**src/rtl/icache_ctrl.sv**
```systemverilog
// rtl/icache_ctrl.sv - direct-mapped read-only instruction cache with a single outstanding tagged miss
module icache_ctrl #(
    parameter int CACHE_LINES = 32,
    parameter int MEM_TAG_W   = 4,
    parameter int XLEN        = 32
) (
    input  logic                 clock,
    input  logic                 reset,
    input  logic [XLEN-1:0]      proc2Icache_addr,
    input  logic                 icache_flush,
    output logic [63:0]          Icache2proc_data,
    output logic                 Icache2proc_data_valid,
    output logic [1:0]           proc2mem_command,
    output logic [XLEN-1:0]      proc2mem_addr,
    input  logic [MEM_TAG_W-1:0] mem2proc_response,
    input  logic [63:0]          mem2proc_data,
    input  logic [MEM_TAG_W-1:0] mem2proc_tag,
    output logic [31:0]          miss_count_debug
);

    localparam int IDX_W = $clog2(CACHE_LINES);
    localparam int TAG_W = XLEN - IDX_W - 3;
    localparam int LINE_W = XLEN - 3;
    localparam logic [1:0] BUS_NONE = 2'd0;
    localparam logic [1:0] BUS_LOAD = 2'd1;

    typedef enum logic [1:0] {S_IDLE, S_REQ, S_WAIT} state_t;

    state_t                 state_q, state_d;
    logic [LINE_W-1:0]      miss_line_q, miss_line_d;
    logic [MEM_TAG_W-1:0]   mem_tag_q, mem_tag_d;
    logic                   drop_fill_q, drop_fill_d;
    logic [31:0]            miss_count_q, miss_count_d;
    logic [CACHE_LINES-1:0] valid_q, valid_d;
    logic [TAG_W-1:0]       tags_q [CACHE_LINES];
    logic [63:0]            data_q [CACHE_LINES];

    logic [IDX_W-1:0]       cur_idx, miss_idx;
    logic [TAG_W-1:0]       cur_tag, miss_tag;
    logic                   hit;
    logic                   fill_we;
    logic                   unused_addr_bits;

    assign cur_idx  = proc2Icache_addr[IDX_W+2:3];
    assign cur_tag  = proc2Icache_addr[XLEN-1:IDX_W+3];
    assign miss_idx = miss_line_q[IDX_W-1:0];
    assign miss_tag = miss_line_q[LINE_W-1:IDX_W];
    assign hit      = valid_q[cur_idx] && (tags_q[cur_idx] == cur_tag);
    assign unused_addr_bits = ^proc2Icache_addr[2:0];

    always_ff @(posedge clock or negedge reset) begin
        if (!reset) begin
            state_q      <= S_IDLE;
            miss_line_q  <= '0;
            mem_tag_q    <= '0;
            drop_fill_q  <= 1'b0;
            miss_count_q <= '0;
            valid_q      <= '0;
        end else begin
            state_q      <= state_d;
            miss_line_q  <= miss_line_d;
            mem_tag_q    <= mem_tag_d;
            drop_fill_q  <= drop_fill_d;
            miss_count_q <= miss_count_d;
            valid_q      <= valid_d;
        end
    end

    // Line storage is not reset; only the valid bits qualify it.
    always_ff @(posedge clock) begin
        if (fill_we) begin
            tags_q[miss_idx] <= miss_tag;
            data_q[miss_idx] <= mem2proc_data;
        end
    end

    always_comb begin
        state_d      = state_q;
        miss_line_d  = miss_line_q;
        mem_tag_d    = mem_tag_q;
        drop_fill_d  = drop_fill_q;
        miss_count_d = miss_count_q;
        fill_we      = 1'b0;
        case (state_q)
            S_IDLE: begin
                if (!hit && !icache_flush) begin
                    miss_line_d = proc2Icache_addr[XLEN-1:3];
                    state_d     = S_REQ;
                end
            end
            S_REQ: begin
                // An accepted LOAD must be tracked even under flush so its return is discarded.
                if (mem2proc_response != '0) begin
                    mem_tag_d   = mem2proc_response;
                    drop_fill_d = icache_flush;
                    state_d     = S_WAIT;
                    if (miss_count_q != 32'hFFFF_FFFF) begin
                        miss_count_d = miss_count_q + 32'd1;
                    end
                end else if (icache_flush) begin
                    state_d = S_IDLE;
                end
            end
            S_WAIT: begin
                if (mem2proc_tag != '0 && mem2proc_tag == mem_tag_q) begin
                    fill_we     = !drop_fill_q && !icache_flush;
                    drop_fill_d = 1'b0;
                    state_d     = S_IDLE;
                end else if (icache_flush) begin
                    drop_fill_d = 1'b1;
                end
            end
            default: state_d = S_IDLE;
        endcase

        valid_d = valid_q;
        if (fill_we) begin
            valid_d[miss_idx] = 1'b1;
        end
        if (icache_flush) begin
            valid_d = '0;
        end
    end

    always_comb begin
        Icache2proc_data_valid = hit;
        Icache2proc_data       = hit ? data_q[cur_idx] : 64'h0;
        proc2mem_command       = BUS_NONE;
        proc2mem_addr          = '0;
        if (state_q == S_REQ) begin
            proc2mem_command = BUS_LOAD;
            proc2mem_addr    = {miss_line_q, 3'b000};
        end
    end

    assign miss_count_debug = miss_count_q;

endmodule
```
**config.mk**
```make
export PLATFORM = sky130hd
export DESIGN_NAME = icache_ctrl
export DESIGN_NICKNAME = d
export VERILOG_FILES = /design/src/rtl/icache_ctrl.sv
export SDC_FILE = /design/constraint.sdc
export NUM_CORES = 2
export LEC_CHECK = 0
export BUFFER_PORTS_ARGS = -buffer_cell sky130_fd_sc_hd__buf_2
export CAP_MARGIN = 25
export CORE_MARGIN = 2
export CORE_UTILIZATION = 55
export CTS_CLUSTER_SIZE = 14
export DETAILED_ROUTE_END_ITERATION = 6
export MAX_ROUTING_LAYER = met4
export PLACE_DENSITY = 0.71
export SYNTH_ARGS = -nofsm -noshare
export SYNTH_HDL_FRONTEND = slang
export SYNTH_SLANG_ARGS = --single-unit
```
**constraint.sdc**
```tcl
create_clock -name clock -period 11.1 [get_ports clock]
set_input_delay 2.22 -clock clock [delete_from_list [all_inputs] [get_ports clock]]
set_output_delay 2.22 -clock clock [all_outputs]
set_load 0.03 [all_outputs]
```
Word level (Yosys, flattened, before mapping) --
Memory sizes are Yosys's and may differ from the RTL's. Cells that the tools add are included.
Cells by class: add/subtract/negate cells 1, magnitude comparators 3, equal/unequal tests 10, multiplexer cells 22, bitwise operators 1, reductions and logical operators 18
Operators with widths (number):
- two-way mux 32 bit | 3
- two-way mux 64 bit | 1
- adder 32 x 1 -> 32 bit (second input constant) | 1
- inequality test 32 bit (second input constant) | 1
- bitwise OR 32 bit | 1
- == test 24 bit | 1
- less-than comparator 5 x 6 -> 1 bit (second input constant) | 2
- two-way mux 1 bit | 10
- AND reduction 3 bit | 3
- two-way mux 2 bit | 4
- nonzero test 4 bit | 2
- inequality test 2 bit (second input constant) | 3
- inequality test 3 bit (second input constant) | 2
- case mux 2 bit (3 select lines) | 1
- binary-select mux 1 bit (select 5 bit) | 1
- demux 1 bit (select 5 bit) | 1
- >= comparator 5 x 1 -> 1 bit (second input constant) | 1
- logical AND 1 bit | 5
- == test 4 bit | 1
- AND reduction 2 bit | 2
- nonzero test 2 bit | 2
- logical NOT 1 bit | 3
- == test 2 x 1 -> 1 bit (second input constant) | 1
- == test 2 bit (second input constant) | 1
- other kinds (2) | 2
Storage, ports and cells: flip-flop bits (word level) 100, RAM bits 2816, input port bits 107, output and inout port bits 131, word-level logic and storage cells 63, memories 2
Memories:
- data_q | depth 32, width 64, read ports 1, clocked after Yosys merged registers in 0, wr ports 1, RTL line 36 | logic [63:0] data_q [CACHE_LINES];
- tags_q | depth 32, width 24, read ports 1, clocked after Yosys merged registers in 0, wr ports 1, RTL line 35 | logic [TAG_W-1:0] tags_q [CACHE_LINES];

Depth between registers and ports, before layout --
word-level depth 7, gate-level depth with buffers 16, mapped depth without buffers 9

Worst setup path before layout --
OpenSTA, ideal clock, no wires.
path kind in2reg, start point input mem2proc_tag[1], end point memory data_q[24][0], enable pin, setup time 0.537 ns, data arrival time 7.097 ns, required time 10.563 ns, slack 3.465 ns, stages on the path 7, buffers on the path 1, path through xor2_1 nor4_1 and3b_1 and3b_1 clkbuf_1 nand3_1 nor2_1
Between the ends: longest elaborated chain between the ends 6, elaborated cells on any way between the ends 7, classes of those cells 1 x eq/ne; 4 x mux; 2 x reduce/logical
Ends and longest elaborated chain:
- start: declaration | RTL line 17 | input logic [MEM_TAG_W-1:0] mem2proc_tag,
- == test 4 bit or nonzero test 4 bit (tied branches) | RTL line 105 | if (mem2proc_tag != '0 && mem2proc_tag == mem_tag_q) begin
- logical AND 1 bit * | RTL line 105
- two-way mux 1 bit * | RTL line 105
- two-way mux 1 bit * | RTL line 84 | case (state_q)
- two-way mux 1 bit * | RTL line 71 | if (fill_we) begin
- two-way mux 1 bit (implied by the code) * | RTL line 73 | data_q[miss_idx] <= mem2proc_data;
- end: declaration | RTL line 36
Mark *: on every way between the ends. The rest lies on a longest branch, timed or not.

Worst setup path in the final report --
start point input proc2Icache_addr[6], end point output Icache2proc_data[17]
Between the ends: longest elaborated chain between the ends 4, elaborated cells on any way between the ends 7, classes of those cells 1 x eq/ne; 3 x mux; 1 x reduce/logical; 2 x memory
Ends and longest elaborated chain:
- start: declaration | RTL line 9 | input logic [XLEN-1:0] proc2Icache_addr,
- memory (32 x 24 bit) or binary-select mux 1 bit (select 5 bit) (tied branches)
- == test 24 bit or two-way mux 1 bit (tied branches) | RTL line 48 | assign hit = valid_q[cur_idx] && (tags_q[cur_idx] == cur_tag);
- logical AND 1 bit | RTL line 48
- two-way mux 64 bit * | RTL line 127 | Icache2proc_data = hit ? data_q[cur_idx] : 64'h0;
- end: declaration | RTL line 11 | output logic [63:0] Icache2proc_data,
Mark *: on every way between the ends. The rest lies on a longest branch, timed or not. The select of a mux whose other input is x is not followed.

==> results.json <==
{
  "status": "finished, final reports clean",
  "power_switching_uw": 5270,
  "p_clk_share_pct": 40.3,
  "p_sw_share_pct": 21.9,
  "min_period_over_period_pct": 83.8,
  "synth_edf_count": 2816,
  "cp-end-kind": "output pin",
  "cts_tree": "yes",
  "crit_fanout": 47,
  "path_cells": "clkbuf_8, inv_6, buf_4, mux2i_1, a2bb2oi_1, a31oi_1, a211oi_1, o2111a_1, nand2_1, or3_4, buf_4, a21oi_2, buf_2",
  "num_rows": 165,
  "dp_hpwl_um": 135000,
  "ant_nets": 0,
  "final.setup.tns_ns": 0,
  "maxCapViolCount": 0,
  "synth_cell_type_count": 67,
  "core-area_um2": 203000,
  "hp-start": "valid_q[14]",
  "h-tree-depth": 5,
  "drive_gt1_share_pct": 31.4,
  "r2r_slack_ns": 6.43,
  "die_h_um": 456,
  "vias": 53900,
  "wl_um": 278000,
  "pin_count": 238,
  "drv_slew": 0,
  "setup_violations": 0,
  "ys_ff_latch": 2916,
  "crit_path_start": "proc2Icache_addr[6]",
  "ys_warn_count": 0,
  "cts_max_path_buffers": 4,
  "layout.cells.non_filler": 8175,
  "drtIter0Drc": 7155,
  "io_buffers": 230,
  "rsz0062_at_grt": "no",
  "ys_seq_area_share_pct": 77.4,
  "worst_slack_ns": 1.80,
  "ys.flop_type": "edfxtp_1",
  "crit_slowest_cell": "or3_4",
  "clk_pin_slew_worst_paths_ns": 0.06,
  "rr_endpoint": "tags_q[14][18]",
  "power_frac_seq_pct": 53.9,
  "synthCells": 4868,
  "start_util_pct": 55.5,
  "min_period_ns": 9.30,
  "grt_pass1_vias": 54300,
  "fmax_mhz": 108,
  "cts_made_buffers": 305,
  "post_cts_buffers": 0,
  "p_int_uw": 18800,
  "leakage_uw": 0.0406,
  "grt_max_degree": 162,
  "slowest_delay_ns": 0.66,
  "final-hold-violation-count": 0,
  "final_cell_area_um2": 127000,
  "syn2layout_area_growth_pct": 12.7,
  "crit_path_frequent_cell": "buf_4",
  "syn-cell-area_um2": 112000,
  "peakVddDrop_mv": 0.168,
  "drc_errors": 0,
  "r2r.worst_path.cells": 10,
  "required_ns": 8.88,
  "final_nets": 5377,
  "syn_area_per_cell_um2": 23.1,
  "dieWidth_um": 456,
  "cts_root_buf": "clkbuf_16",
  "gp_congestion": 0.791,
  "tightest_slew_ns": 1.23,
  "cp-start-kind": "primary input",
  "dp_worst_setup_slack_ns": 1.83,
  "arrival_ns": 7.08,
  "dpl-instance-area_um2": 117000,
  "p_per_area_nw_per_um2": 190,
  "globalRouteTotalUtil_pct": 27.6,
  "grt_pass1_wl_um": 397000,
  "reg2reg_from": "mem_tag_q[3]",
  "cts_sinks": 2916,
  "crit_type": "primary input to output pin",
  "first_pass_iters": 6,
  "fin_skew_ns": 0.0408,
  "place_inst": 7628,
  "clkLatencyLatePin_ns": 0.93,
  "viasPerCell": 6.60,
  "routedWlPerCell_um": 34.0,
  "async_reset_ff_share_pct": 3.43,
  "comb_power_share_pct": 5.8,
  "relSlewSlack_pct": 18.3,
  "crit_end": "Icache2proc_data[17]",
  "antenna_found_initial": 24,
  "cts_resized": 0,
  "hold_buffers": 0,
  "die_area_um2": 208000,
  "overflow": 0,
  "hold_class": "register to register",
  "report.power.total_uw": 24000
}
[worst min path at each step]
stage	endpoint	depth (start not counted)	slack (ns)
after global placement	valid_q[0]	2	0.47
final	valid_q[14]	2	0.49
after detailed placement	valid_q[14]	2	0.48
after global routing	miss_count_debug[27]	1	0.51
after floorplan	valid_q[12]	2	0.46
after CTS	miss_count_debug[27]	1	0.49
[power groups by stage]
stage,sequential [µW],clock [µW],combinational (µW)
after global routing,13000,10200,1470
after CTS,13000,9820,1290
after global placement,13200,0,1250
after detailed placement,13300,0,1280
after floorplan,13100,0,807
final,13000,9700,1380
[sequential cells by signal (all words and copies together), names as in the netlist]
signal	flops
state_q	2
data_q	2048
mem_tag_q	4
miss_count_debug	32
drop_fill_q	1
valid_q	32
miss_line_q	29
tags_q	768
[logic make-up (layout without fill, tap and decap cells)]
family	after synthesis	count (layout)	synth area share, %
muxes	965	965	17.6
DFF	2916	2916	77.4
adders and majority gates	1	1	0.0111
xor gates and xnor gates	65	65	0.506
AOI/OAI and AO/OA	225	225	1.49
buffers and inverters	275	888	1.25
other	1	23	0.00333
and+or+nand+nor	420	420	1.73
[synth_stat cells, types with 40 or more instances]
cell | count | area share (%)
mux2i_1 | 117 | 1.0
buf_2 | 75 | 0.33
clkbuf_1 | 112 | 0.37
a21oi_1 | 40 | 0.18
mux2_2 | 43 | 0.43
mux4_2 | 804 | 16
a21oi_2 | 49 | 0.38
nand2_1 | 188 | 0.63
edfxtp_1 | 2816 | 75
dfrtp_1 | 100 | 2.2
nor2_1 | 79 | 0.26
[cell type report]
class                           count  area (µm²)
Inverter                           13        61.3
Tap cell                         2672        3340
Fill cell                       13300       76000
Multi-Input combinational cell   1680       24300
Clock buffer                      381        8220
Clock inverter                    141        1150
Timing Repair Buffer              353        2560
Sequential cell                  2916       87100
Antenna cell                       19        47.5
[critical path: cells and delay by family]
kind | cells | cell delay, ns
AO/OA/AOI/OAI | 5 | 1.61
buffers and inverters | 5 | 2.03
multiplexers | 1 | 0.23
AND/OR/NAND/NOR | 2 | 0.74
[metal layers]
layer | track usage [%] | wire length [µm] | vias up | share of wire, %
met4 | 8.14 | 8000 | 0 | 2.9
li1 | - | - | 21400 | -
met1 | 37.7 | 106000 | 29100 | 38
met3 | 4.02 | 24200 | 464 | 8.7
met2 | 44.1 | 139000 | 2930 | 50
met5 | - | 0 | - | 0
[cells in the final DEF, fill, tap and decap left out, types with 9 or more instances in the layout]
cell type	count
buf_2	225
bufinv_16	18
nor2b_1	11
xnor2_1	39
o21ai_0	13
a22oi_1	24
nor2_4	32
mux2_2	43
clkinv_1	54
a31oi_1	17
and2_1	39
nand3_1	29
and3_1	12
buf_12	26
dfrtp_1	100
o21ba_2	13
o22ai_1	9
nor2_1	47
clkbuf_16	315
xor2_1	26
edfxtp_1	2816
diode_2	19
mux4_2	804
clkbuf_1	57
a22o_1	10
mux2i_1	117
buf_4	92
nand2_1	188
nand4_1	14
a21oi_2	49
clkbuf_8	10
a21oi_1	40
nor3_1	11
clkinv_2	53
inv_1	10
[through the flow]
step                      utilization [%]  hold WS (ns)
after floorplan                         -         0.457
after global placement               57.8         0.471
after detailed placement             57.8         0.479
after CTS                            62.4         0.492
after global routing                 62.5         0.509
final                                62.5         0.490
(Power assumes the default switching activity.)
